**config.mk**
```make
export PLATFORM = sky130hd
export DESIGN_NAME = copperv_read_arbiter
export DESIGN_NICKNAME = d
export VERILOG_FILES = /design/src/rtl/copperv_read_arbiter.sv
export SDC_FILE = /design/constraint.sdc
export NUM_CORES = 1
export LEC_CHECK = 0
export CAP_MARGIN = 40
export CORE_ASPECT_RATIO = 0.8
export CORE_MARGIN = 8
export CORE_UTILIZATION = 28
export DETAILED_ROUTE_END_ITERATION = 10
export GPL_ROUTABILITY_DRIVEN = 0
export PLACE_DENSITY = 0.87
export SLEW_MARGIN = 15
export SYNTH_ARGS = -nofsm -noshare
export SYNTH_HDL_FRONTEND = slang
export SYNTH_SLANG_ARGS = --single-unit
```
**constraint.sdc**
```tcl
create_clock -name clk -period 5.6 [get_ports clk]
set_input_delay 1.12 -clock clk [delete_from_list [all_inputs] [get_ports clk]]
set_output_delay 1.12 -clock clk [all_outputs]
set_load 0.03 [all_outputs]
```
**src/rtl/copperv_read_arbiter.sv**
```systemverilog
// copperv_read_arbiter
// Shares one memory read port between the instruction-read (ir) and data-read
// (dr) channels. Each accepted address records its source in an in-order route
// FIFO. The FIFO head then steers every returning datum back to its requester.
// Build option: define ARB_RR_EN for round-robin arbitration. Without it,
// arbitration is fixed priority with dr over ir.
// Handshake rule: a transfer happens on a posedge where valid and ready are both
// high. A valid, once raised, is expected to hold until its transfer.
module copperv_read_arbiter #(
    parameter int ADDR_WIDTH      = 32,
    parameter int DATA_WIDTH      = 32,
    parameter int MAX_OUTSTANDING = 4
) (
    input  logic                               clk,
    input  logic                               rst,
    input  logic                               ir_addr_valid,
    output logic                               ir_addr_ready,
    input  logic [ADDR_WIDTH-1:0]              ir_addr,
    output logic                               ir_data_valid,
    input  logic                               ir_data_ready,
    output logic [DATA_WIDTH-1:0]              ir_data,
    input  logic                               dr_addr_valid,
    output logic                               dr_addr_ready,
    input  logic [ADDR_WIDTH-1:0]              dr_addr,
    output logic                               dr_data_valid,
    input  logic                               dr_data_ready,
    output logic [DATA_WIDTH-1:0]              dr_data,
    output logic                               m_addr_valid,
    input  logic                               m_addr_ready,
    output logic [ADDR_WIDTH-1:0]              m_addr,
    input  logic                               m_data_valid,
    output logic                               m_data_ready,
    input  logic [DATA_WIDTH-1:0]              m_data,
    output logic [$clog2(MAX_OUTSTANDING):0]   outstanding
);
    localparam int PTR_W = $clog2(MAX_OUTSTANDING);
    localparam int CNT_W = PTR_W + 1;
    localparam logic SRC_IR = 1'b0;
    localparam logic SRC_DR = 1'b1;

    logic [MAX_OUTSTANDING-1:0] route_q, route_d;
    logic [PTR_W-1:0]           wr_ptr_q, wr_ptr_d;
    logic [PTR_W-1:0]           rd_ptr_q, rd_ptr_d;
    logic [CNT_W-1:0]           count_q, count_d;
    logic                       lock_q, lock_d;
    logic                       lock_src_q, lock_src_d;
`ifdef ARB_RR_EN
    logic                       rr_prio_q, rr_prio_d;
`endif

    logic grant;
    logic req_valid;
    logic full;
    logic empty;
    logic push;
    logic pop;
    logic head;
    logic sel_ready;

    // Pick the channel that owns the address phase; a latched grant always wins
    always_comb begin
        grant = SRC_IR;
        if (lock_q) begin
            grant = lock_src_q;
`ifdef ARB_RR_EN
        end else if (ir_addr_valid && dr_addr_valid) begin
            grant = rr_prio_q;
`endif
        end else if (dr_addr_valid) begin
            grant = SRC_DR;
        end
    end

    // Address and data phase steering, all outputs held low during reset
    always_comb begin
        full          = (count_q == CNT_W'(MAX_OUTSTANDING));
        empty         = (count_q == '0);
        req_valid     = grant ? dr_addr_valid : ir_addr_valid;
        m_addr        = grant ? dr_addr : ir_addr;
        m_addr_valid  = rst && !full && req_valid;
        ir_addr_ready = rst && !full && m_addr_ready && (grant == SRC_IR);
        dr_addr_ready = rst && !full && m_addr_ready && (grant == SRC_DR);
        push          = m_addr_valid && m_addr_ready;

        head          = route_q[rd_ptr_q];
        sel_ready     = head ? dr_data_ready : ir_data_ready;
        ir_data_valid = rst && m_data_valid && !empty && (head == SRC_IR);
        dr_data_valid = rst && m_data_valid && !empty && (head == SRC_DR);
        m_data_ready  = rst && !empty && sel_ready;
        pop           = m_data_valid && m_data_ready;

        ir_data       = m_data;
        dr_data       = m_data;
        outstanding   = count_q;
    end

    // Next state for route FIFO, grant lock and round-robin pointer
    always_comb begin
        route_d  = route_q;
        wr_ptr_d = wr_ptr_q + PTR_W'(push);
        rd_ptr_d = rd_ptr_q + PTR_W'(pop);
        count_d  = count_q + CNT_W'(push) - CNT_W'(pop);
        if (push) begin
            route_d[wr_ptr_q] = grant;
        end
        // A presented but stalled request keeps its grant until it transfers
        lock_d     = m_addr_valid && !m_addr_ready;
        lock_src_d = grant;
`ifdef ARB_RR_EN
        rr_prio_d = push ? ~grant : rr_prio_q;
`endif
    end

    // State registers with synchronous active-low reset
    always_ff @(posedge clk) begin
        if (!rst) begin
            route_q    <= '0;
            wr_ptr_q   <= '0;
            rd_ptr_q   <= '0;
            count_q    <= '0;
            lock_q     <= 1'b0;
            lock_src_q <= SRC_IR;
`ifdef ARB_RR_EN
            rr_prio_q  <= SRC_IR;
`endif
        end else begin
            route_q    <= route_d;
            wr_ptr_q   <= wr_ptr_d;
            rd_ptr_q   <= rd_ptr_d;
            count_q    <= count_d;
            lock_q     <= lock_d;
            lock_src_q <= lock_src_d;
`ifdef ARB_RR_EN
            rr_prio_q  <= rr_prio_d;
`endif
        end
    end

endmodule

```
### Yosys cells after proc, flatten, opt, wreduce, memory -nomap -nowiden

Cells that the tools add are included.

* input port bits: 104
* logic and storage cells: 45
* output and inout port bits: 105
* flip-flop bits (word level): 13

* reductions and logical operators: 19
* multiplexer cells: 10
* add/subtract/negate cells: 4
* bitwise gates (word level): 2
* equality and inequality tests: 1
* order comparisons: 3

Operators with widths (number)
* $mux W32: 1
* $logic_and A1 B1 Y1: 15
* $lt A2 B3 Y1 const B: 2
* $mux W1: 6
* $add A2 B1 Y2: 2
* $bwmux W4: 1
* $add A3 B1 Y3: 1
* $eq A3 B3 Y1 const B: 1
* $logic_not A1 Y1: 3
* $logic_not A3 Y1: 1
* $sub A3 B1 Y3: 1
* $bmux W1 S2: 1
* $demux W1 S2: 1
* $ge A2 B1 Y1 const B: 1
* $not A1 Y1: 2

### Longest topological paths before layout

Gate-level depths: netlist (run 1).

* depth in word-level cells: 7
* gate-level depth with buffers: 9
* depth with buffers taken out: 9

### Worst setup path before layout (run 1)

Ideal clock, no wire load.

* path type: input port to output port
* start: input dr_addr_valid
* end: output m_addr[20]
* buffers on the path: 1
* setup slack: 2.385 ns
* stages on the path: 3
* data arrival time: 2.095 ns
* required time: 4.480 ns
* cell sequence: mux2i_2 > buf_4 > mux2_1

* cells in the longest elaborated chain, start to end: 3

Ends and longest elaborated chain
* from (decl): RTL line 22 `input logic dr_addr_valid,`
* $mux W1: RTL line 69 `end else if (dr_addr_valid) begin`
* $mux W1: RTL line 63 `if (lock_q) begin`
* $mux W32: RTL line 79 `m_addr = grant ? dr_addr : ir_addr;`
* to (decl): RTL line 30 `output logic [ADDR_WIDTH-1:0] m_addr,`

No other way between the ends.

### Worst setup path after layout (run 1)

Ends and elaborated chain as after synthesis.

==> results.txt, run 1 <==
----------------------------------------------------
[Timing]
  Setup skew after layout ... 0.00408 ns
  Worst-margin pin slew ... 0.559 ns
  Highest clock rate ... 0.219 GHz
  Final setup violation count ... 0
  Rel. slew slack ... 62.6%
  Part of the cycle the worst path needs ... 81.4%
  Setup TNS ... 0 ns
  Min Clock Period, post-route ... 4.56 ns
  RSZ-0062 raised after global routing ... false
  Final Slew Violations ... 0
  Hold slack ... 0.454 ns
  Final hold violation count ... 0

[Global route]
  Vias in the first global route ... 1,476
  Met3 capacity usage during global routing ... 5.54%
  Total congestion overflow after global routing ... 0
  Met2 track demand over resource ... 19.2%
  Number of antenna violations at the first check in global routing ... 0
  First-pass GRT wire length ... 7670 um
  GR Layer Usage met1 ... 11.4%
  Global router's overall resource usage ... 11.2%
  Layer carrying the most global-route usage ... met2
  Pin count of the biggest net entering global routing ... 21

[Floorplan]
  Count of standard-cell rows ... 25
  I/O pin total ... 209
  Die X ... 102 um
  Die area ... 0.00861 mm2
  Initial cell density of the core ... 28.5%
  Area of the core region ... 0.00579 mm2
  Floorplan die height ... 84.6 um

[Clock network]
  CTS tree ... built
  Clock tree sinks ... 13
  TritonCTS Buffers ... 3
  Number of buffers inserted by hold repair at cts ... 0
  Later-pin clock latency in the skew report ... 0.25 ns
  Clock transition at the register clock pins on the worst setup and hold paths after CTS ... 0.06 ns
  Resize count post-CTS ... 0
  Buffers from clock root to sink, at most ... 2
  Number of buffers inserted by post-CTS setup repair ... 0
  Number of levels the H-tree was split into ... 1
  Clock Tree Root ... clkbuf_8

[Place]
  Placed cells ... 307
  IO buf count ... 112
  Post-DP HPWL ... 4310 um

[Worst setup path]
  Critical path startpoint category ... primary input
  R2R Setup Slk ... 3.15 ns
  Dominant cell type by count on the critical path ... clkdlybuf4s50_1
  Maximum fanout encountered on the critical timing path ... 20
  Total stage count of the critical path ... 5
  WP data required ... 4.48 ns
  Critical path startpoint ... dr_addr_valid
  Critical path, cell by cell ... clkdlybuf4s50_1 -> mux2i_4 -> buf_4 -> mux2_1 -> clkdlybuf4s50_1
  Class of the most critical setup path ... primary input to output pin
  Critical Path End Type ... output pin
  Bufs and invs on worst path ... 3
  Cells on worst reg2reg path ... 9
  Cell family contributing the most delay on the critical path ... buffers and inverters
  Startpoint of the worst-slack reg-to-reg timing path ... rd_ptr_q[1]
  Delay of the slowest cell on the worst path ... 0.61 ns
  Slowest stage cell, crit path ... clkdlybuf4s50_1
  Reg-to-reg endpoint ... outstanding[2]
  Worst setup path end ... m_addr[20]
  Crit path arrival time ... 3.44 ns

[Routing]
  Post-route antenna net violation count ... 0
  Detailed Route WL ... 5010 um
  Iteration count of the initial detailed-routing pass ... 4
  Violation count after the first detailed-routing iteration ... 29
  Number of design rule violations left after detail routing ... 0
  Average routed wire per standard cell ... 16.1 um
  Vias per cell ... 4.23
  Number of vias after detailed routing ... 1,315

[Power]
  Clock share of power ... 16.9%
  Worst-case vdd ir drop ... 0.000127 V
  Static power due to leakage ... 0.881 nW
  Power share of the sequential group ... 24.0%
  Comb power frac ... 59.1%
  Total power divided by cell area ... 209 mW/mm2
  Cell internal power dissipation ... 0.311 mW
  Sw power ... 0.197 mW
  Switching power share of the total ... 38.8%

[Finish]
  Most frequent standard cell in the layout excluding fill and tap cells ... clkdlybuf4s50_1
  Non-filler instance count after layout ... 311
  Multi-input combinational cell area ... 875 um2
  Commonest non-fill, non-tap cells in the layout ... 112 x clkdlybuf4s50_1, 30 x mux2_2, 13 x dfxtp_1, 10 x nand2_1, 10 x mux2i_1
  Area overhead of the layout relative to synthesis ... 47.2%
  Count of antenna diodes in the layout ... 0
  Layout cell share with drive strength beyond 1 ... 19.6%
  Number of fillers in the final layout ... 559
  Final-stage net count ... 338
  Area occupied by registers ... 260 um2

[Hold path]
  Hold/Removal Path Class ... flop to flop
  Cell depth of the worst hold path ... 2

[Logic synthesis]
  Register bit count reported by yosys ... 13
  Number of warnings printed during yosys synthesis ... 0
  Netlist area before placement ... 0.00165 mm2
  Register area share after synthesis ... 15.8%
  Net count of the mapped netlist ... 288
  Distinct cell type count after synthesis ... 32
  Number of instances in the synthesized netlist ... 181
  Post-Syn Area per Cell ... 9.10 um2

[Flow run]
  Max_cap viols ... 0

[Run status]
  Result of the run ... complete, no violations

----------------------------------------------------
-- flip-flops by register name, summed over array words and instances, names as in the netlist --
| signal | count |
|---|---|
| lock_q | 1 |
| route_q | 4 |
| lock_src_q | 1 |
| outstanding | 3 |
| wr_ptr_q | 2 |
| rd_ptr_q | 2 |
-- layer usage --
layer / part of all wire, % / wire [um]
met3: 11 / 530
met2: 52 / 2610
met5: 0 / 0
met1: 36 / 1810
met4: 1.2 / 61
-- power groups by stage --
stage	Combinational, mW	Clock (mW)	Sequential [mW]
floorplan	0.245	0	0.133
global placement	0.299	0	0.124
detailed placement	0.303	0	0.124
CTS	0.305	0.0877	0.122
global route	0.322	0.0915	0.124
finish	0.300	0.0858	0.122
-- worst register-to-register path: cells and delay by family, from the launching register on --
kind | cells | cell delay, ns
mux | 2 | 0.78
fa+ha+maj | 2 | 0.52
flops | 1 | 0.39
xor+xnor | 2 | 0.29
compound gates | 1 | 0.18
simple gates | 1 | 0.15
buf+inv | 1 | 0.04
-- logic make-up after synthesis --
family / count (synthesis) / synth area share (%)
AOI/OAI and AO/OA: 9 / 5.62
xor gates and xnor gates: 4 / 2.13
adders and majority gates: 3 / 2.73
buffers and inverters: 72 / 31.7
DFF: 13 / 15.8
muxes: 44 / 29.7
and+or+nand+nor: 36 / 12.4
-- area by class of cell --
| class | count | area share (%) |
|---|---|---|
| multi-input combinational | 96 | 36.1 |
| sequential | 13 | 10.7 |
| tap | 81 | 4.18 |
| clock buffer | 4 | 1.86 |
| timing repair buffer | 113 | 46.5 |
| inverter | 4 | 0.619 |
-- worst min-delay path by stage --
stage          startpoint    endpoint  slack [ns]
2_1_floorplan  route_q[0]  route_q[0]        0.43
3_3_place_gp   route_q[0]  route_q[0]        0.45
3_5_place_dp   route_q[0]  route_q[0]        0.45
4_1_cts        route_q[0]  route_q[0]        0.46
5_1_grt        route_q[0]  route_q[0]        0.48
6_report       route_q[0]  route_q[0]        0.45
-- synthesized netlist by cell type --
master / instances / area (um2)
a21boi_1: 1 / 7.51
a21oi_1: 1 / 5.00
a21oi_2: 2 / 17.5
and2_1: 4 / 25.0
and2b_2: 2 / 17.5
buf_4: 67 / 503
clkbuf_1: 1 / 3.75
dfxtp_1: 13 / 260
fa_1: 1 / 20.0
ha_1: 2 / 25.0
inv_1: 4 / 15.0
mux2_1: 2 / 22.5
mux2_2: 30 / 338
mux2_4: 1 / 15.0
mux2i_1: 10 / 100
mux2i_2: 1 / 13.8
nand2_1: 10 / 37.5
nand2b_1: 3 / 18.8
nor2_1: 5 / 18.8
nor2b_1: 3 / 18.8
nor3_1: 1 / 5.00
nor3_2: 1 / 10.0
nor3b_2: 1 / 12.5
nor4_1: 4 / 25.0
nor4b_1: 1 / 8.76
o21ai_0: 1 / 5.00
o311ai_2: 1 / 16.3
o311ai_4: 1 / 26.3
o31ai_1: 2 / 15.0
or2_2: 1 / 6.26
xnor2_1: 2 / 17.5
xor2_1: 2 / 17.5
-- stage by stage --
stage / cell area (um2) / utilization, % / total power [mW] / setup slack (ns)
after global placement: 2380 / 41.1 / 0.422 / 1.05
final: 2420 / 41.9 / 0.508 / 1.04
after floorplan: 1650 / - / 0.378 / 2.39
after CTS: 2420 / 41.9 / 0.515 / 0.996
after detailed placement: 2380 / 41.1 / 0.427 / 1.00
after global routing: 2420 / 41.9 / 0.537 / 0.907
Note: power is estimated with default switching activity, not from simulation.
==> run 2, diff against run 1 <==
--- a/config.mk
+++ b/config.mk
@@ -8,10 +8,10 @@
 export CAP_MARGIN = 40
 export CORE_ASPECT_RATIO = 0.8
 export CORE_MARGIN = 8
-export CORE_UTILIZATION = 28
+export CORE_UTILIZATION = 26
 export DETAILED_ROUTE_END_ITERATION = 10
 export GPL_ROUTABILITY_DRIVEN = 0
-export PLACE_DENSITY = 0.87
+export PLACE_DENSITY = 0.82
 export SLEW_MARGIN = 15
 export SYNTH_ARGS = -nofsm -noshare
 export SYNTH_HDL_FRONTEND = slang
==> constraint.sdc (replaced) <==
create_clock -name clk -period 4.7 [get_ports clk]
set_input_delay 0.94 -clock clk [delete_from_list [all_inputs] [get_ports clk]]
set_output_delay 0.94 -clock clk [all_outputs]
set_load 0.03 [all_outputs]
==> results.txt, run 2 (same netlist as run 1, synthesis figures left out) <==
----------------------------------------------------
[Run status]
  Result of the run ... complete, no violations (unchanged)

[Flow run]
  Max_cap viols ... 0 (unchanged)

[Power]
  Worst-case vdd ir drop ... 0.000190 V (was 0.000127 V)
  Sw power ... 0.236 mW (was 0.197 mW)
  Switching power share of the total ... 38.9% (was 38.8%)
  Power share of the sequential group ... 23.8% (was 24.0%)
  Clock share of power ... 16.6% (was 16.9%)
  Total chip power ... 0.607 mW (was 0.508 mW)
  Cell internal power dissipation ... 0.371 mW (was 0.311 mW)
  Total power divided by cell area ... 250 mW/mm2 (was 209 mW/mm2)
  Static power due to leakage ... 0.881 nW (unchanged)
  Comb power frac ... 59.6% (was 59.1%)

[Clock network]
  Clock Tree Root ... clkbuf_8 (unchanged)
  Later-pin clock latency in the skew report ... 0.24 ns (was 0.25 ns)
  Number of levels the H-tree was split into ... 1 (unchanged)
  Clock tree sinks ... 13 (unchanged)
  Number of buffers inserted by post-CTS setup repair ... 0 (unchanged)
  Resize count post-CTS ... 0 (unchanged)
  Buffers from clock root to sink, at most ... 2 (unchanged)
  Clock transition at the register clock pins on the worst setup and hold paths after CTS ... 0.06 ns (about the same)
  CTS tree ... built (unchanged)
  Number of buffers inserted by hold repair at cts ... 0 (unchanged)
  TritonCTS Buffers ... 3 (unchanged)

[Floorplan]
  Initial cell density of the core ... 26.4% (was 28.5%)
  Die X ... 105 um (was 102 um)
  I/O pin total ... 209 (unchanged)
  Area of the core region ... 0.00625 mm2 (was 0.00579 mm2)
  Die area ... 0.00916 mm2 (was 0.00861 mm2)
  Floorplan die height ... 87.2 um (was 84.6 um)
  Count of standard-cell rows ... 26 (was 25)

[Worst setup path]
  Class of the most critical setup path ... primary input to output pin (unchanged)
  Critical path startpoint category ... primary input (unchanged)
  Maximum fanout encountered on the critical timing path ... 34 (was 20)
  Crit path arrival time ... 3.02 ns (was 3.44 ns)
  WP data required ... 3.76 ns (was 4.48 ns)
  Critical Path End Type ... output pin (unchanged)
  R2R Setup Slk ... 2.19 ns (was 3.15 ns)

[Place]
  Post-DP HPWL ... 4560 um (was 4310 um)
  Placed Instance Area ... 0.00238 mm2 (about the same)
  IO buf count ... 112 (unchanged)

[Finish]
  Register with the most flip-flops ... route_q (unchanged)
  Area overhead of the layout relative to synthesis ... 47.4% (was 47.2%)
  Area occupied by registers ... 260 um2 (unchanged)
  Final-stage net count ... 338 (unchanged)
  Most frequent standard cell in the layout excluding fill and tap cells ... clkdlybuf4s50_1 (unchanged)
  Multi-input combinational cell area ... 875 um2 (unchanged)
  Commonest non-fill, non-tap cells in the layout ... 112 x clkdlybuf4s50_1, 30 x mux2_2, 13 x dfxtp_1, 10 x nand2_1, 10 x mux2i_1 (unchanged)
  Number of fillers in the final layout ... 622 (was 559)
  Final instance area ... 0.00243 mm2 (was 0.00242 mm2)
  Flip-flop count of the largest register, all copies and words added ... 4 (unchanged)
  Count of antenna diodes in the layout ... 0 (unchanged)
  Layout cell share with drive strength beyond 1 ... 19.6% (unchanged)

[Routing]
  Detailed Route WL ... 5260 um (was 5010 um)
  Average routed wire per standard cell ... 16.8 um (was 16.1 um)
  Number of design rule violations left after detail routing ... 0 (unchanged)
  Iteration count of the initial detailed-routing pass ... 4 (unchanged)
  Number of vias after detailed routing ... 1,304 (was 1,315)
  Violation count after the first detailed-routing iteration ... 37 (was 29)
  Vias per cell ... 4.15 (was 4.23)
  Post-route antenna net violation count ... 0 (unchanged)

[Timing]
  Rel. slew slack ... 61.4% (was 62.6%)
  Min Clock Period, post-route ... 3.96 ns
  Final hold violation count ... 0 (unchanged)
  Worst-margin pin slew ... 0.577 ns (was 0.559 ns)
  Final Slew Violations ... 0 (unchanged)
  RSZ-0062 raised after global routing ... false (unchanged)
  Final setup violation count ... 0 (unchanged)
  Highest clock rate ... 0.253 GHz
  Part of the cycle the worst path needs ... 84.2%
  Setup TNS ... 0 ns (unchanged)
  Setup skew after layout ... 0.000762 ns (was 0.00408 ns)
  Hold slack ... 0.458 ns (was 0.454 ns)

[Global route]
  First-pass GRT wire length ... 7660 um (was 7670 um)
  Number of antenna violations at the first check in global routing ... 0 (unchanged)
  Vias in the first global route ... 1,396 (was 1,476)
  Total congestion overflow after global routing ... 0 (unchanged)
  Pin count of the biggest net entering global routing ... 35 (was 21)
  Global router's overall resource usage ... 10.5% (was 11.2%)

[Hold path]
  Hold/Removal Path Class ... flop to flop (unchanged)

----------------------------------------------------
## run 2: cell counts in the layout (fill, tap and decap cells not counted)
Identical to the previous run, type by type.
## run 2: area by class of cell
| class | count | area share [%] |
|---|---|---|
| inverter | 4 | 0.618 |
| sequential | 13 | 10.7 |
| multi-input combinational | 96 | 36.0 |
| timing repair buffer | 113 | 46.5 |
| tap | 84 | 4.33 |
| clock buffer | 4 | 1.85 |
## run 2: critical path: stages
cell and delay [ns]:
clkdlybuf4s50_1 0.49, mux2i_4 0.16, buf_4 0.40, mux2_2 0.40, clkdlybuf4s50_1 0.61
## run 2: metrics by stage
stage / util (%) / std cells / worst slack (ns)
final: 38.9 / 314 / 0.740
after global placement: 38.2 / 310 / 0.755
after floorplan: - / 181 / 1.85
after CTS: 38.9 / 314 / 0.747
after detailed placement: 38.2 / 310 / 0.750
after global routing: 38.9 / 314 / 0.643
## run 2: metal layers
| layer | up-vias | track usage, % | part of all wire (%) |
|---|---|---|---|
| met5 | - | 0 | 0 |
| met4 | 0 | 1.94 | 0.49 |
| met3 | 4 | 4.51 | 7.3 |
| met2 | 48 | 18.9 | 54 |
| met1 | 606 | 11.3 | 38 |
| li1 | 646 | - | - |
## run 2: final timing paths
kind         cells after the start        endpoint          start
max                              5      m_addr[19]  dr_addr_valid
min reg2reg                      2      route_q[0]     route_q[0]
min                              2      route_q[0]     route_q[0]
max reg2reg                      9  outstanding[2]    rd_ptr_q[1]
## run 2: power groups by stage
stage | Combinational [mW] | Clock [mW] | Sequential [mW]
after floorplan | 0.292 | 0 | 0.158
after global placement | 0.357 | 0 | 0.147
after detailed placement | 0.363 | 0 | 0.147
after CTS | 0.366 | 0.102 | 0.145
after global routing | 0.384 | 0.107 | 0.149
final | 0.362 | 0.101 | 0.145
